## config.mk

```make
export PLATFORM = sky130hd
export DESIGN_NAME = ifu_fetch_flat
export DESIGN_NICKNAME = d
export VERILOG_FILES = /design/src/rtl/ifu_fetch_if.sv /design/src/rtl/ifu_fetch.sv /design/src/flat_wrapper.sv
export SDC_FILE = /design/constraint.sdc
export NUM_CORES = 1
export LEC_CHECK = 0
export ABC_AREA = 1
export ABC_CLOCK_PERIOD_IN_PS = 1500
export CAP_MARGIN = 20
export CORE_MARGIN = 2
export CORE_UTILIZATION = 46
export DETAILED_ROUTE_END_ITERATION = 10
export PLACE_DENSITY = 0.85
export SKIP_CTS_REPAIR_TIMING = 1
export SYNTH_ARGS = -nofsm -noshare
export SYNTH_HDL_FRONTEND = slang
export SYNTH_SLANG_ARGS = --single-unit
```

## constraint.sdc

```tcl
create_clock -name clk -period 1.5 [get_ports clk]
set_input_delay 0.3 -clock clk [delete_from_list [all_inputs] [get_ports clk]]
set_output_delay 0.3 -clock clk [all_outputs]
set_load 0.005 [all_outputs]
```

## src/rtl/ifu_fetch_if.sv

```systemverilog
// Instruction memory fetch channel.
// One valid/ready request channel (address out) and one response channel with no
// backpressure (instruction data back).
//   master: fetch unit side  - drives req_valid/req_addr, receives req_ready/rsp_*
//   slave : memory side      - receives req_valid/req_addr, drives req_ready/rsp_*
interface ifu_fetch_if #(
    parameter int unsigned XLEN     = 32,
    parameter int unsigned INST_LEN = 32
);
    logic                req_valid;
    logic                req_ready;
    logic [XLEN-1:0]     req_addr;
    logic                rsp_valid;
    logic [INST_LEN-1:0] rsp_data;

    modport master (
        output req_valid,
        output req_addr,
        input  req_ready,
        input  rsp_valid,
        input  rsp_data
    );

    modport slave (
        input  req_valid,
        input  req_addr,
        output req_ready,
        output rsp_valid,
        output rsp_data
    );
endinterface

```

## src/rtl/ifu_fetch.sv

```systemverilog
// Instruction fetch unit feeding the IF/ID pipeline register.
// Owns the PC, keeps at most one fetch outstanding, and presents one instruction per
// slot with hold-under-stall and flush-on-redirect. Invalid slots read as INST_NOP/addr 0.
// Ports:
//   clk, rst        clock, synchronous active-high reset
//   imem            fetch channel (master side): request valid/ready/addr, response valid/data
//   redirect_valid  redirect strobe; redirect_pc is the new PC (low two bits ignored)
//   stall           downstream does not consume this cycle
//   o_inst_*        registered output slot {valid, addr, data}
module ifu_fetch #(
    parameter int unsigned         XLEN     = 32,
    parameter int unsigned         INST_LEN = 32,
    parameter logic [INST_LEN-1:0] INST_NOP = 32'h0000_0013,
    parameter logic [XLEN-1:0]     RESET_PC = 32'h8000_0000
) (
    input  logic                clk,
    input  logic                rst,
    ifu_fetch_if.master         imem,
    input  logic                redirect_valid,
    input  logic [XLEN-1:0]     redirect_pc,
    input  logic                stall,
    output logic                o_inst_valid,
    output logic [XLEN-1:0]     o_inst_addr,
    output logic [INST_LEN-1:0] o_inst_data
);

    typedef enum logic [0:0] {StReq, StWait} state_e;

    state_e              state_q, state_d;
    logic [XLEN-1:0]     pc_q, pc_d;
    logic [XLEN-1:0]     req_addr_q, req_addr_d;
    logic                drop_q, drop_d;
    logic                skid_valid_q, skid_valid_d;
    logic [XLEN-1:0]     skid_addr_q, skid_addr_d;
    logic [INST_LEN-1:0] skid_data_q, skid_data_d;
    logic                out_valid_q, out_valid_d;
    logic [XLEN-1:0]     out_addr_q, out_addr_d;
    logic [INST_LEN-1:0] out_data_q, out_data_d;

    logic req_valid;
    logic handshake;
    logic load_rsp;
    logic consume;
    logic unused_redirect_lsb;

    // Only rst reaches the request combinationally, so nothing is issued during reset.
    assign req_valid     = (state_q == StReq) && !skid_valid_q && !rst;
    assign imem.req_valid = req_valid;
    assign imem.req_addr  = pc_q;

    assign handshake = req_valid && imem.req_ready;
    // A response landing in a redirect cycle is stale by definition.
    assign load_rsp  = (state_q == StWait) && imem.rsp_valid && !drop_q && !redirect_valid;
    assign consume   = out_valid_q && !stall;

    assign unused_redirect_lsb = ^redirect_pc[1:0];

    assign o_inst_valid = out_valid_q;
    assign o_inst_addr  = out_addr_q;
    assign o_inst_data  = out_data_q;

    always_comb begin
        state_d      = state_q;
        pc_d         = pc_q;
        req_addr_d   = req_addr_q;
        drop_d       = drop_q;
        skid_valid_d = skid_valid_q;
        skid_addr_d  = skid_addr_q;
        skid_data_d  = skid_data_q;
        out_valid_d  = out_valid_q;
        out_addr_d   = out_addr_q;
        out_data_d   = out_data_q;

        unique case (state_q)
            StReq: begin
                if (handshake) begin
                    req_addr_d = pc_q;
                    pc_d       = pc_q + XLEN'(4);
                    state_d    = StWait;
                end
            end
            StWait: begin
                // Any response completes the single outstanding request, dropped or not.
                if (imem.rsp_valid) begin
                    drop_d  = 1'b0;
                    state_d = StReq;
                end
            end
            default: state_d = StReq;
        endcase

        // Skid and a fresh response are mutually exclusive: requests stop while skid is full.
        if (consume) begin
            if (skid_valid_q) begin
                out_valid_d  = 1'b1;
                out_addr_d   = skid_addr_q;
                out_data_d   = skid_data_q;
                skid_valid_d = 1'b0;
            end else if (load_rsp) begin
                out_valid_d = 1'b1;
                out_addr_d  = req_addr_q;
                out_data_d  = imem.rsp_data;
            end else begin
                out_valid_d = 1'b0;
                out_addr_d  = '0;
                out_data_d  = INST_NOP;
            end
        end else if (load_rsp) begin
            if (!out_valid_q) begin
                out_valid_d = 1'b1;
                out_addr_d  = req_addr_q;
                out_data_d  = imem.rsp_data;
            end else begin
                skid_valid_d = 1'b1;
                skid_addr_d  = req_addr_q;
                skid_data_d  = imem.rsp_data;
            end
        end

        if (redirect_valid) begin
            pc_d         = {redirect_pc[XLEN-1:2], 2'b00};
            out_valid_d  = 1'b0;
            out_addr_d   = '0;
            out_data_d   = INST_NOP;
            skid_valid_d = 1'b0;
            // Drop whatever is (or is about to be) outstanding past this cycle.
            if (handshake || ((state_q == StWait) && !imem.rsp_valid)) begin
                drop_d = 1'b1;
            end
        end
    end

    always_ff @(posedge clk) begin
        if (rst) begin
            state_q      <= StReq;
            pc_q         <= RESET_PC;
            req_addr_q   <= '0;
            drop_q       <= 1'b0;
            skid_valid_q <= 1'b0;
            skid_addr_q  <= '0;
            skid_data_q  <= INST_NOP;
            out_valid_q  <= 1'b0;
            out_addr_q   <= '0;
            out_data_q   <= INST_NOP;
        end else begin
            state_q      <= state_d;
            pc_q         <= pc_d;
            req_addr_q   <= req_addr_d;
            drop_q       <= drop_d;
            skid_valid_q <= skid_valid_d;
            skid_addr_q  <= skid_addr_d;
            skid_data_q  <= skid_data_d;
            out_valid_q  <= out_valid_d;
            out_addr_q   <= out_addr_d;
            out_data_q   <= out_data_d;
        end
    end

endmodule

```

## src/flat_wrapper.sv

```systemverilog
// flat-port wrapper written by rule: the top's interface ports become plain ports
module ifu_fetch_flat 
#(
    parameter int unsigned         XLEN     = 32,
    parameter int unsigned         INST_LEN = 32,
    parameter logic [INST_LEN-1:0] INST_NOP = 32'h0000_0013,
    parameter logic [XLEN-1:0]     RESET_PC = 32'h8000_0000
)
  (clk, rst, redirect_valid, redirect_pc, stall, o_inst_valid, o_inst_addr, o_inst_data, imem_req_valid, imem_req_addr, imem_req_ready, imem_rsp_valid, imem_rsp_data);
  ifu_fetch_if #(.XLEN(XLEN), .INST_LEN(INST_LEN)) imem_i ();
  input  logic clk;
  input  logic rst;
  input  logic redirect_valid;
  input  logic [XLEN-1:0] redirect_pc;
  input  logic stall;
  output logic o_inst_valid;
  output logic [XLEN-1:0] o_inst_addr;
  output logic [INST_LEN-1:0] o_inst_data;
  output wire logic [$bits(imem_i.req_valid)-1:0] imem_req_valid;
  output wire logic [$bits(imem_i.req_addr)-1:0] imem_req_addr;
  input wire logic [$bits(imem_i.req_ready)-1:0] imem_req_ready;
  input wire logic [$bits(imem_i.rsp_valid)-1:0] imem_rsp_valid;
  input wire logic [$bits(imem_i.rsp_data)-1:0] imem_rsp_data;
  assign imem_req_valid = imem_i.req_valid;
  assign imem_req_addr = imem_i.req_addr;
  assign imem_i.req_ready = imem_req_ready;
  assign imem_i.rsp_valid = imem_rsp_valid;
  assign imem_i.rsp_data = imem_rsp_data;
  ifu_fetch #(.XLEN(XLEN), .INST_LEN(INST_LEN), .INST_NOP(INST_NOP), .RESET_PC(RESET_PC)) u_core (.clk(clk), .rst(rst), .imem(imem_i), .redirect_valid(redirect_valid), .redirect_pc(redirect_pc), .stall(stall), .o_inst_valid(o_inst_valid), .o_inst_addr(o_inst_addr), .o_inst_data(o_inst_data));
endmodule
```

==> summary.md, run 1 <==
| Metric | Value |
|---|---|
| Status | `finished, violations left` |
| Failing checks | `negative setup slack` |
| Hold crit path type | `input port to flop` |
| Reg clk slew, reported paths | `about 0.07 ns` |
| ANT cells | `0` |
| CTS tree | `yes` |
| Post-synth EDFFs | `0` |
| Root Driver | `clkbuf_16` |
| Register area share after synthesis | `0.4659` |
| Async S/R FF share, synth | `0` |
| Per-cell routed wire length | `between 20 and 25 µm` |
| Slew @ Worst Pin | `around 0.55 ns` |
| Sum Neg Setup Slack | `-8.466 ns` |
| DP HPWL | `16.50 mm` |
| P_leak | `between 6 and 7 nW` |
| Chip width | `136.5 µm` |
| Via density | `approximately 6` |
| RSZ-0062 raised after global routing | `yes` |
| HP Start | `rst` |
| Commonest non-fill, non-tap cell in the layout | `nand2_1` |
| Most frequent cells in the layout | `nand2_1, nor2_1, dfxtp_1` |
| Starting density of the core | `0.4686` |
| First-pass DRT Iterations | `6` |
| Max-slew violation count | `0` |
| Critical Path Fanout Max | `6` |
| Number of fill cells in the layout | `between 900 and 1000` |
| Crit start category | `flop` |
| Finish-stage setup viols | `111` |
| Final Wtd Congestion | `0.9020` |
| Worst setup EP type | `flop` |
| Mapped cell area | `around 8100 µm²` |
| Slew Limit Headroom | `0.6304` |
| Maximum clock insertion buffer count | `2` |
| FF-to-FF path depth | `8` |
| Tcrit/Tclk final | `1.120` |
| GRT overflow | `0` |
| Critical path class | `flop to flop` |
| Final worst slack | `-0.1796 ns` |
| Core area | `~17000 µm²` |
| Initial DRC count | `about 970` |
| Clock Latency Late Sink | `between 0.4 and 0.5 ns` |
| Non-filler cells, final | `approximately 1600` |
| Layout cells sized above 1 | `0.3378` |
| Die ar. | `about 19000 µm²` |
| Ys Warns | `0` |
| Final critical-path required period | `roughly 1.7 ns` |
| Initial antenna violation count | `0` |
| Vias in the first global route | `~8000` |
| PD cells | `slightly above 800 nW/µm²` |
| Reg-to-Reg Start | `u_core.state_q$_SDFF_PP0_` |
| Synth Instances | `around 1100` |
| Worst r2r dst | `u_core.o_inst_addr[16]$_SDFFE_PP0P_` |
| Sink Count | `between 150 and 200` |
| # placed instances | `roughly 1600` |
| Hold Violations, Final | `0` |
| Peak Freq | `0.5954 GHz` |
| Port Buf Inserts | `approximately 160` |
| H-tree depth | `4` |
| Largest net degree at the start of global routing | `66` |
| Num rows | `48` |
| MaxCap Viol Count | `0` |
| Setup WS pre-CTS | `-0.4241 ns` |
| Hold_ws | `0.3713 ns` |
| Worst R2R Setup Slack | `-0.18 ns` |
| WP data arrival | `2.00 ns` |
| Worst EP required | `between 1.5 and 2 ns` |
| Syn_area_per_cell | `7.055 µm²` |
| Die height | `around 140 µm` |
| Final Net Count | `around 1500` |
| IO Pins | `between 150 and 200` |
| First-pass GRT wire length | `around 38 mm` |
| VDD IR max | `roughly 900 µV` |
| Syn-to-layout area delta | `67.05%` |
| CTS buffer count | `17` |
| Final ANT Viol Nets | `0` |
| Ys flop type | `dfxtp_1` |
| End of the worst hold path | `u_core.req_addr_q[14]$_SDFFE_PP0P_` |
| DR vias | `a little under 10000` |
| Distinct cells, synth | `35` |
| Hold depth | `5` |
| DRC | `0` |
| Clk_skew | `0.009706 ns` |
| GRT Util Overall | `0.2574` |
| Synthesized flop and latch total | `between 150 and 200` |
| Wirelength, routed | `33.36 mm` |
-- kinds of logic after synthesis --
group,count (synthesis),synth area share
compound gates,339,0.2139
xor+xnor,11,0.01193
fa+ha+maj,1,0.001549
buf+inv,134,0.07265
flops,188,0.4659
other cells,1,0.0004642
simple gates,471,0.2336
-- synth_stat cells (2+ instances only) --
cell,n,area share
a21oi_1,178,0.11
o21ai_0,140,0.087
a31oi_1,5,0.0039
dfxtp_1,188,0.47
xnor2_1,3,0.0033
inv_1,47,0.022
o21ai_1,11,0.0068
nand3_1,59,0.037
nor2_1,182,0.085
nand2_2,2,0.0015
buf_2,24,0.015
nand2_1,217,0.10
nor3_1,2,0.0012
clkbuf_1,40,0.019
nor3b_1,2,0.0019
inv_2,7,0.0033
nor2_2,2,0.0015
buf_4,12,0.011
xor2_1,8,0.0087
-- layout make-up --
cell class / instances / area [µm²] / area share
clock buffer: 22 / 484.2 / 0.03588
clock inverter: 10 / 113.9 / 0.008438
inverter: 55 / 226.5 / 0.01678
multi-input combinational: 827 / 4738 / 0.3511
sequential: 188 / 3882 / 0.2877
tap: 225 / 281.5 / 0.02086
timing repair buffer: 314 / 3750 / 0.2779
timing repair inverter: 2 / 17.52 / 0.001298
-- power by group --
part           leakage, nW  switching (mW)  internal (mW)
registers             1.55           0.107           5.08
logic                 4.83           0.689          0.669
clock network        0.296            2.03           2.63
total                 6.68            2.83           8.38
-- routing by layer --
metal / vias to the layer above / track usage / wire, µm
met5: - / 0 / 0
met4: 0 / 0.1082 / 2153
met3: 187 / 0.04222 / 3403
met2: 745 / 0.4244 / 16010
met1: 4513 / 0.3344 / 11790
li1: 4308 / - / -
-- through the flow --
stage | instance area, µm² | utilization | total power [mW]
floorplan | 8097 | - | 5.721
global placement | 10580 | 0.6136 | 6.331
detailed placement | 10580 | 0.6136 | 6.351
CTS | 11170 | 0.6483 | 10.83
global route | 13490 | 0.7829 | 11.48
finish | 13490 | 0.7829 | 11.21
-- worst max-delay path by stage --
stage                                          start                                  end  slack, ns
floorplan           u_core.o_inst_valid$_SDFFE_PP0P_  u_core.o_inst_data[22]$_SDFFE_PP0P_       0.04
global placement                      imem_rsp_valid  u_core.o_inst_addr[20]$_SDFFE_PP0P_      -0.36
detailed placement                    imem_rsp_valid  u_core.skid_addr_q[25]$_SDFFE_PP0P_      -0.42
CTS                 u_core.skid_valid_q$_SDFFE_PP0P_                       imem_req_valid      -0.50
global route               u_core.state_q$_SDFF_PP0_  u_core.skid_data_q[10]$_SDFFE_PP0P_      -0.26
finish                     u_core.state_q$_SDFF_PP0_  u_core.o_inst_addr[16]$_SDFFE_PP0P_      -0.18
-- critical path, stage by stage (launching register included) --
cell and delay, ns:
dfxtp_4 0.39, nand2_4 0.07, nor2_4 0.10, nand2_4 0.10, o21ai_4 0.24, clkinv_4 0.19, clkbuf_16 0.21, a21oi_1 0.17
a21oi_1 0.10
-- state kept, by name (all words and copies together), names as in the netlist --
signal                cells
u_core.o_inst_valid       1
u_core.drop_q             1
u_core.state_q            1
u_core.req_addr_q        30
u_core.o_inst_addr       30
u_core.imem.req_addr     30
u_core.o_inst_data       32
u_core.skid_addr_q       30
u_core.skid_data_q       32
u_core.skid_valid_q       1
(Power assumes the default switching activity.)
==> run 2: changes to the inputs <==
ABC_CLOCK_PERIOD_IN_PS = 1800   (was 1500)
CORE_UTILIZATION = 51   (was 46)
MAX_ROUTING_LAYER = met4   (was not set)
PLACE_DENSITY = 0.9   (was 0.85)
clock period = 1.8 ns   (was 1.5 ns; I/O delays follow)
==> run 2 against run 1 <==
The flow still finishes with violations (negative setup slack). Flip-flop and latch count unchanged. Largest power group unchanged. Global-route usage increased by 2.8 points. Count of clock-buffer cells in the layout decreased by 2. Total power decreased by 23%. Via count decreased by 13%. Highest routed layer unchanged. Clock power decreased by 27%. Utilization decreased by 8.5 points.
==> summary.md, run 2 (synthesized netlist as in run 1, its figures left out) <==
| Metric | Value |
|---|---|
| Number of fill cells in the layout | `1230` |
| MaxCap Viol Count | `0` |
| Core area | `15660 µm²` |
| Per-cell routed wire length | `~15 µm` |
| First-pass GRT wire length | `around 37 mm` |
| Total Power | `8.582 mW` |
| Sink Count | `188` |
| DP HPWL | `~16 mm` |
| Most frequent cells in the layout | `nand2_1, nor2_1, a21oi_1` |
| Crit start category | `flop` |
| Critical Path Fanout Max | `5` |
| Hold crit path type | `flop to flop` |
| Largest net degree at the start of global routing | `66` |
| DRC | `0` |
| Critical path class | `flop to primary output` |
| Reg clk slew, reported paths | `0.07 ns` |
| IO Pins | `approximately 170` |
| Peak Freq | `around 0.55 GHz` |
| Chip width | `129.9 µm` |
| Die height | `129.9 µm` |
| Vias in the first global route | `~8000` |
| Hold_ws | `around 0.47 ns` |
| VDD IR max | `726.3 µV` |
| P_leak | `4.357 nW` |
| Root Driver | `clkbuf_16` |
| CTS tree | `yes` |
| WP data arrival | `about 1.5 ns` |
| GRT overflow | `0` |
| Failing checks | `negative setup slack` |
| Crit path max-delay family | `buffers and inverters` |
| ANT cells | `0` |
| Worst path slowest cell | `clkdlybuf4s50_1` |
| Starting density of the core | `0.5160` |
| Setup WS pre-CTS | `-0.2158 ns` |
| Crit-path cells | `clkdlybuf4s50_1` |
| Final worst slack | `-0.01864 ns` |
| DP Area | `10270 µm²` |
| Buf+Inv Stages, Crit Path | `1` |
| Worst EP required | `1.44 ns` |
| Final critical-path required period | `between 1.5 and 2 ns` |
| Finish-stage setup viols | `1` |
| Max-slew violation count | `0` |
| Maximum clock insertion buffer count | `2` |
| First-pass DRT Iterations | `5` |
| Layout cells sized above 1 | `0.1104` |
| Final Wtd Congestion | `slightly above 0.9` |
| Hold Violations, Final | `0` |
| Num rows | `46` |
| Tcrit/Tclk final | `1.010` |
| Commonest non-fill, non-tap cell in the layout | `nand2_1` |
| Fin area | `~11000 µm²` |
| Initial antenna violation count | `0` |
| Syn-to-layout area delta | `35.16%` |
| Clk_skew | `0.008202 ns` |
| Final Net Count | `~1400` |
| Final ANT Viol Nets | `0` |
| Via density | `5.512` |
| GRT Util Overall | `0.2852` |
| Clock Latency Late Sink | `between 0.4 and 0.5 ns` |
| PD cells | `slightly below 800 nW/µm²` |
| Initial DRC count | `approximately 640` |
| Slowest stage delay, CP | `roughly 0.57 ns` |
| DR vias | `approximately 8500` |
| Worst setup EP type | `primary output` |
| H-tree depth | `4` |
| Status | `finished, violations left` |
| Wirelength, routed | `around 24 mm` |
| Die ar. | `between 15000 and 20000 µm²` |
| CTS buffer count | `17` |
| Port Buf Inserts | `roughly 160` |
run 2: changes by cell type in the layout (fill, tap and decap cells not counted), sizes merged, moves of 2 or more:
| cell | change |
|---|---|
| clkinvlp | +6 |
| bufinv | -2 |
| clkdlybuf4s50 | +86 |
| clkbuf | -22 |
| buf | -62 |
| clkinv | -7 |
| dlymetal6s2s | -85 |
run 2: report_power, final:
part / internal (mW) / switching, mW / total [mW]
clock network: 1.82 / 1.59 / 3.40
registers: 4.24 / 0.0898 / 4.33
logic: 0.428 / 0.417 / 0.845
run 2: area by class of cell:
cell class,instances,area [µm²],area share
Sequential cell,188,3802,0.3483
Multi-Input combinational cell,826,3770,0.3453
Timing Repair Buffer,233,2341,0.2144
Clock buffer,20,456.7,0.04183
Tap cell,216,270.3,0.02475
Inverter,55,206.4,0.01891
Clock inverter,10,71.32,0.006532
run 2: per-layer routing:
layer  track usage  share of wire  vias up
met5             -              0        -
met4        0.1303          0.026        0
met3       0.04633          0.091       49
met2        0.4604           0.47      435
met1        0.3520           0.41     3935
li1              -              -     4114
run 2: final timing paths:
path | to | cells after the start | slack (ns) | from
worst max-delay path | imem_req_addr[31] | 1 | -0.02 | u_core.imem.req_addr[31]$_SDFFE_PP1P_
worst max register to register | u_core.imem.req_addr[31]$_SDFFE_PP1P_ | 7 | 0.11 | u_core.imem.req_addr[10]$_SDFFE_PP0P_
worst min-delay path | u_core.o_inst_addr[21]$_SDFFE_PP0P_ | 2 | 0.47 | u_core.req_addr_q[21]$_SDFFE_PP0P_
worst min register to register | u_core.o_inst_addr[21]$_SDFFE_PP0P_ | 2 | 0.47 | u_core.req_addr_q[21]$_SDFFE_PP0P_
run 2: per-stage QoR:
stage / std cells / TNS (ns) / utilization
2_1_floorplan: 1148 / 0 / -
3_3_place_gp: 1513 / -18.90 / 0.6562
3_5_place_dp: 1513 / -22.01 / 0.6562
4_1_cts: 1543 / -0.9400 / 0.6899
5_1_grt: 1548 / -0.02570 / 0.6974
6_report: 1548 / -0.01864 / 0.6974
==> run 3: changes to the inputs <==
CORE_MARGIN = not set   (was 2)
PLACE_DENSITY = 0.86   (was 0.9)
==> run 3 against run 2 <==
The flow now finishes without violations. Critical path depth is the same. Maximum frequency grew 2.2%. Count of clock-buffer cells in the layout shrank 1. Critical endpoint is now imem_req_addr[15]. Largest cell class unchanged.
==> summary.md, run 3 (synthesized netlist as in run 1, its figures left out) <==
| Metric | Value |
|---|---|
| Status | `complete, no violations` |
| Critical Path Fanout Max | `8` |
| GRT Util Overall | `0.2900` |
| Most frequent cells in the layout | `nand2_1, nor2_1, a21oi_1` |
| Chip width | `around 130 µm` |
| Slowest stage delay, CP | `0.54 ns` |
| Tcrit/Tclk final | `0.9889` |
| Final Wtd Congestion | `slightly above 0.9` |
| Port Buf Inserts | `161` |
| Syn-to-layout area delta | `35.95%` |
| Hold crit path type | `input port to flop` |
| WP data arrival | `around 1.4 ns` |
| Hold Violations, Final | `0` |
| Non-filler cells, final | `1544` |
| Critical path class | `flop to primary output` |
| Clock Latency Late Sink | `0.44 ns` |
| First-pass GRT wire length | `36.44 mm` |
| Met3 WL post-DR | `2.327 mm` |
| Starting density of the core | `0.5275` |
| Top sig layer | `met4` |
| H-tree depth | `4` |
| Buf+Inv Stages, Crit Path | `1` |
| Maximum clock insertion buffer count | `2` |
| Die height | `~130 µm` |
| Final Net Count | `~1400` |
| GRT overflow | `0` |
| PD cells | `between 700 and 800 nW/µm²` |
| Initial antenna violation count | `0` |
| Sink Count | `188` |
| Vias in the first global route | `between 7000 and 8000` |
| Core area | `~15000 µm²` |
| Worst setup EP type | `primary output` |
| MaxCap Viol Count | `0` |
| Per-cell routed wire length | `between 10 and 15 µm` |
| Root Driver | `clkbuf_16` |
| Final ANT Viol Nets | `0` |
| First-pass DRT Iterations | `5` |
| Finish-stage setup viols | `0` |
| Reg clk slew, reported paths | `0.07 ns` |
| Wirelength, routed | `~23 mm` |
| VDD IR max | `784.9 µV` |
| M1 wire length | `9.354 mm` |
| Hold_ws | `between 0.4 and 0.5 ns` |
| Layout cells sized above 1 | `0.1133` |
| DP HPWL | `~16 mm` |
| CTS tree | `yes` |
| Num rows | `45` |
| Initial DRC count | `approximately 720` |
| Clk_skew | `about 0.0066 ns` |
| WL met2 | `~11 mm` |
| Via density | `~5.5` |
| Final critical-path required period | `1.780 ns` |
| ANT cells | `0` |
| P_leak | `4.342 nW` |
| Peak Freq | `roughly 0.56 GHz` |
| DRC | `0` |
| Worst EP required | `between 1 and 1.5 ns` |
| Max-slew violation count | `0` |
| CTS buffer count | `17` |
| Crit path max-delay family | `buffers and inverters` |
| IO Pins | `approximately 170` |
| Worst path slowest cell | `clkdlybuf4s50_1` |
| DR vias | `about 8400` |
| Crit start category | `flop` |
| Commonest non-fill, non-tap cell in the layout | `nand2_1` |
| Die ar. | `~16000 µm²` |
| Crit-path cells | `clkdlybuf4s50_1` |
| Largest net degree at the start of global routing | `66` |
| # placed instances | `between 1500 and 2000` |
-- run 3: changes by cell type in the layout (fill, tap and decap cells not counted), moves of 2 or more --
cell and change:
buf_12 +5, clkinv_2 +3, dfxtp_4 +2, clkinvlp_4 -2, buf_4 -4, dlymetal6s2s_1 -3, nor2_1 -3, dfxtp_1 -2
nor2_2 +3, clkbuf_8 -2, clkdlybuf4s50_1 +3
-- run 3: area by class of cell --
| class | count | area [µm²] |
|---|---|---|
| inverter | 55 | 209.0 |
| tap | 211 | 264.0 |
| clock buffer | 19 | 432.9 |
| fill | 1266 | 4333 |
| clock inverter | 12 | 101.3 |
| timing repair buffer | 233 | 2392 |
| multi-input combinational | 826 | 3772 |
| sequential | 188 | 3810 |
-- run 3: final timing paths --
check	from	slack [ns]	depth (start not counted)	endpoint
worst max-delay path	u_core.imem.req_addr[15]$_SDFFE_PP0P_	0.02	1	imem_req_addr[15]
worst max register to register	u_core.imem.req_addr[2]$_SDFFE_PP0P_	0.11	7	u_core.imem.req_addr[16]$_SDFFE_PP0P_
worst min register to register	u_core.req_addr_q[24]$_SDFFE_PP0P_	0.48	2	u_core.o_inst_addr[24]$_SDFFE_PP0P_
worst min-delay path	rst	0.44	3	u_core.req_addr_q[12]$_SDFFE_PP0P_
-- run 3: power by group --
part	leakage [nW]	switching, mW	total [mW]	internal [mW]
Sequential	1.53	0.0946	4.34	4.24
Combinational	2.56	0.400	0.830	0.429
Clock	0.250	1.57	3.45	1.88
Total	4.34	2.06	8.62	6.55
-- run 3: routing by layer --
metal / global-route usage / up-vias
li1: - / 4110
met1: 0.3653 / 3845
met2: 0.4607 / 443
met3: 0.05426 / 45
met4: 0.1142 / 0
met5: - / -
-- run 3: metrics by stage --
| step | TNS [ns] | utilization | area (µm²) | power [mW] | setup WS, ns |
|---|---|---|---|---|---|
| after floorplan | 0 | - | 8089 | 4.766 | 0.2133 |
| after global placement | -22.29 | 0.6739 | 10320 | 5.208 | -0.1947 |
| after detailed placement | -30.63 | 0.6739 | 10320 | 5.224 | -0.2871 |
| after CTS | -1.091 | 0.7088 | 10860 | 8.637 | -0.2190 |
| after global routing | -0.004056 | 0.7171 | 10980 | 8.948 | -0.004056 |
| final | 0 | 0.7171 | 10980 | 8.620 | 0.02000 |
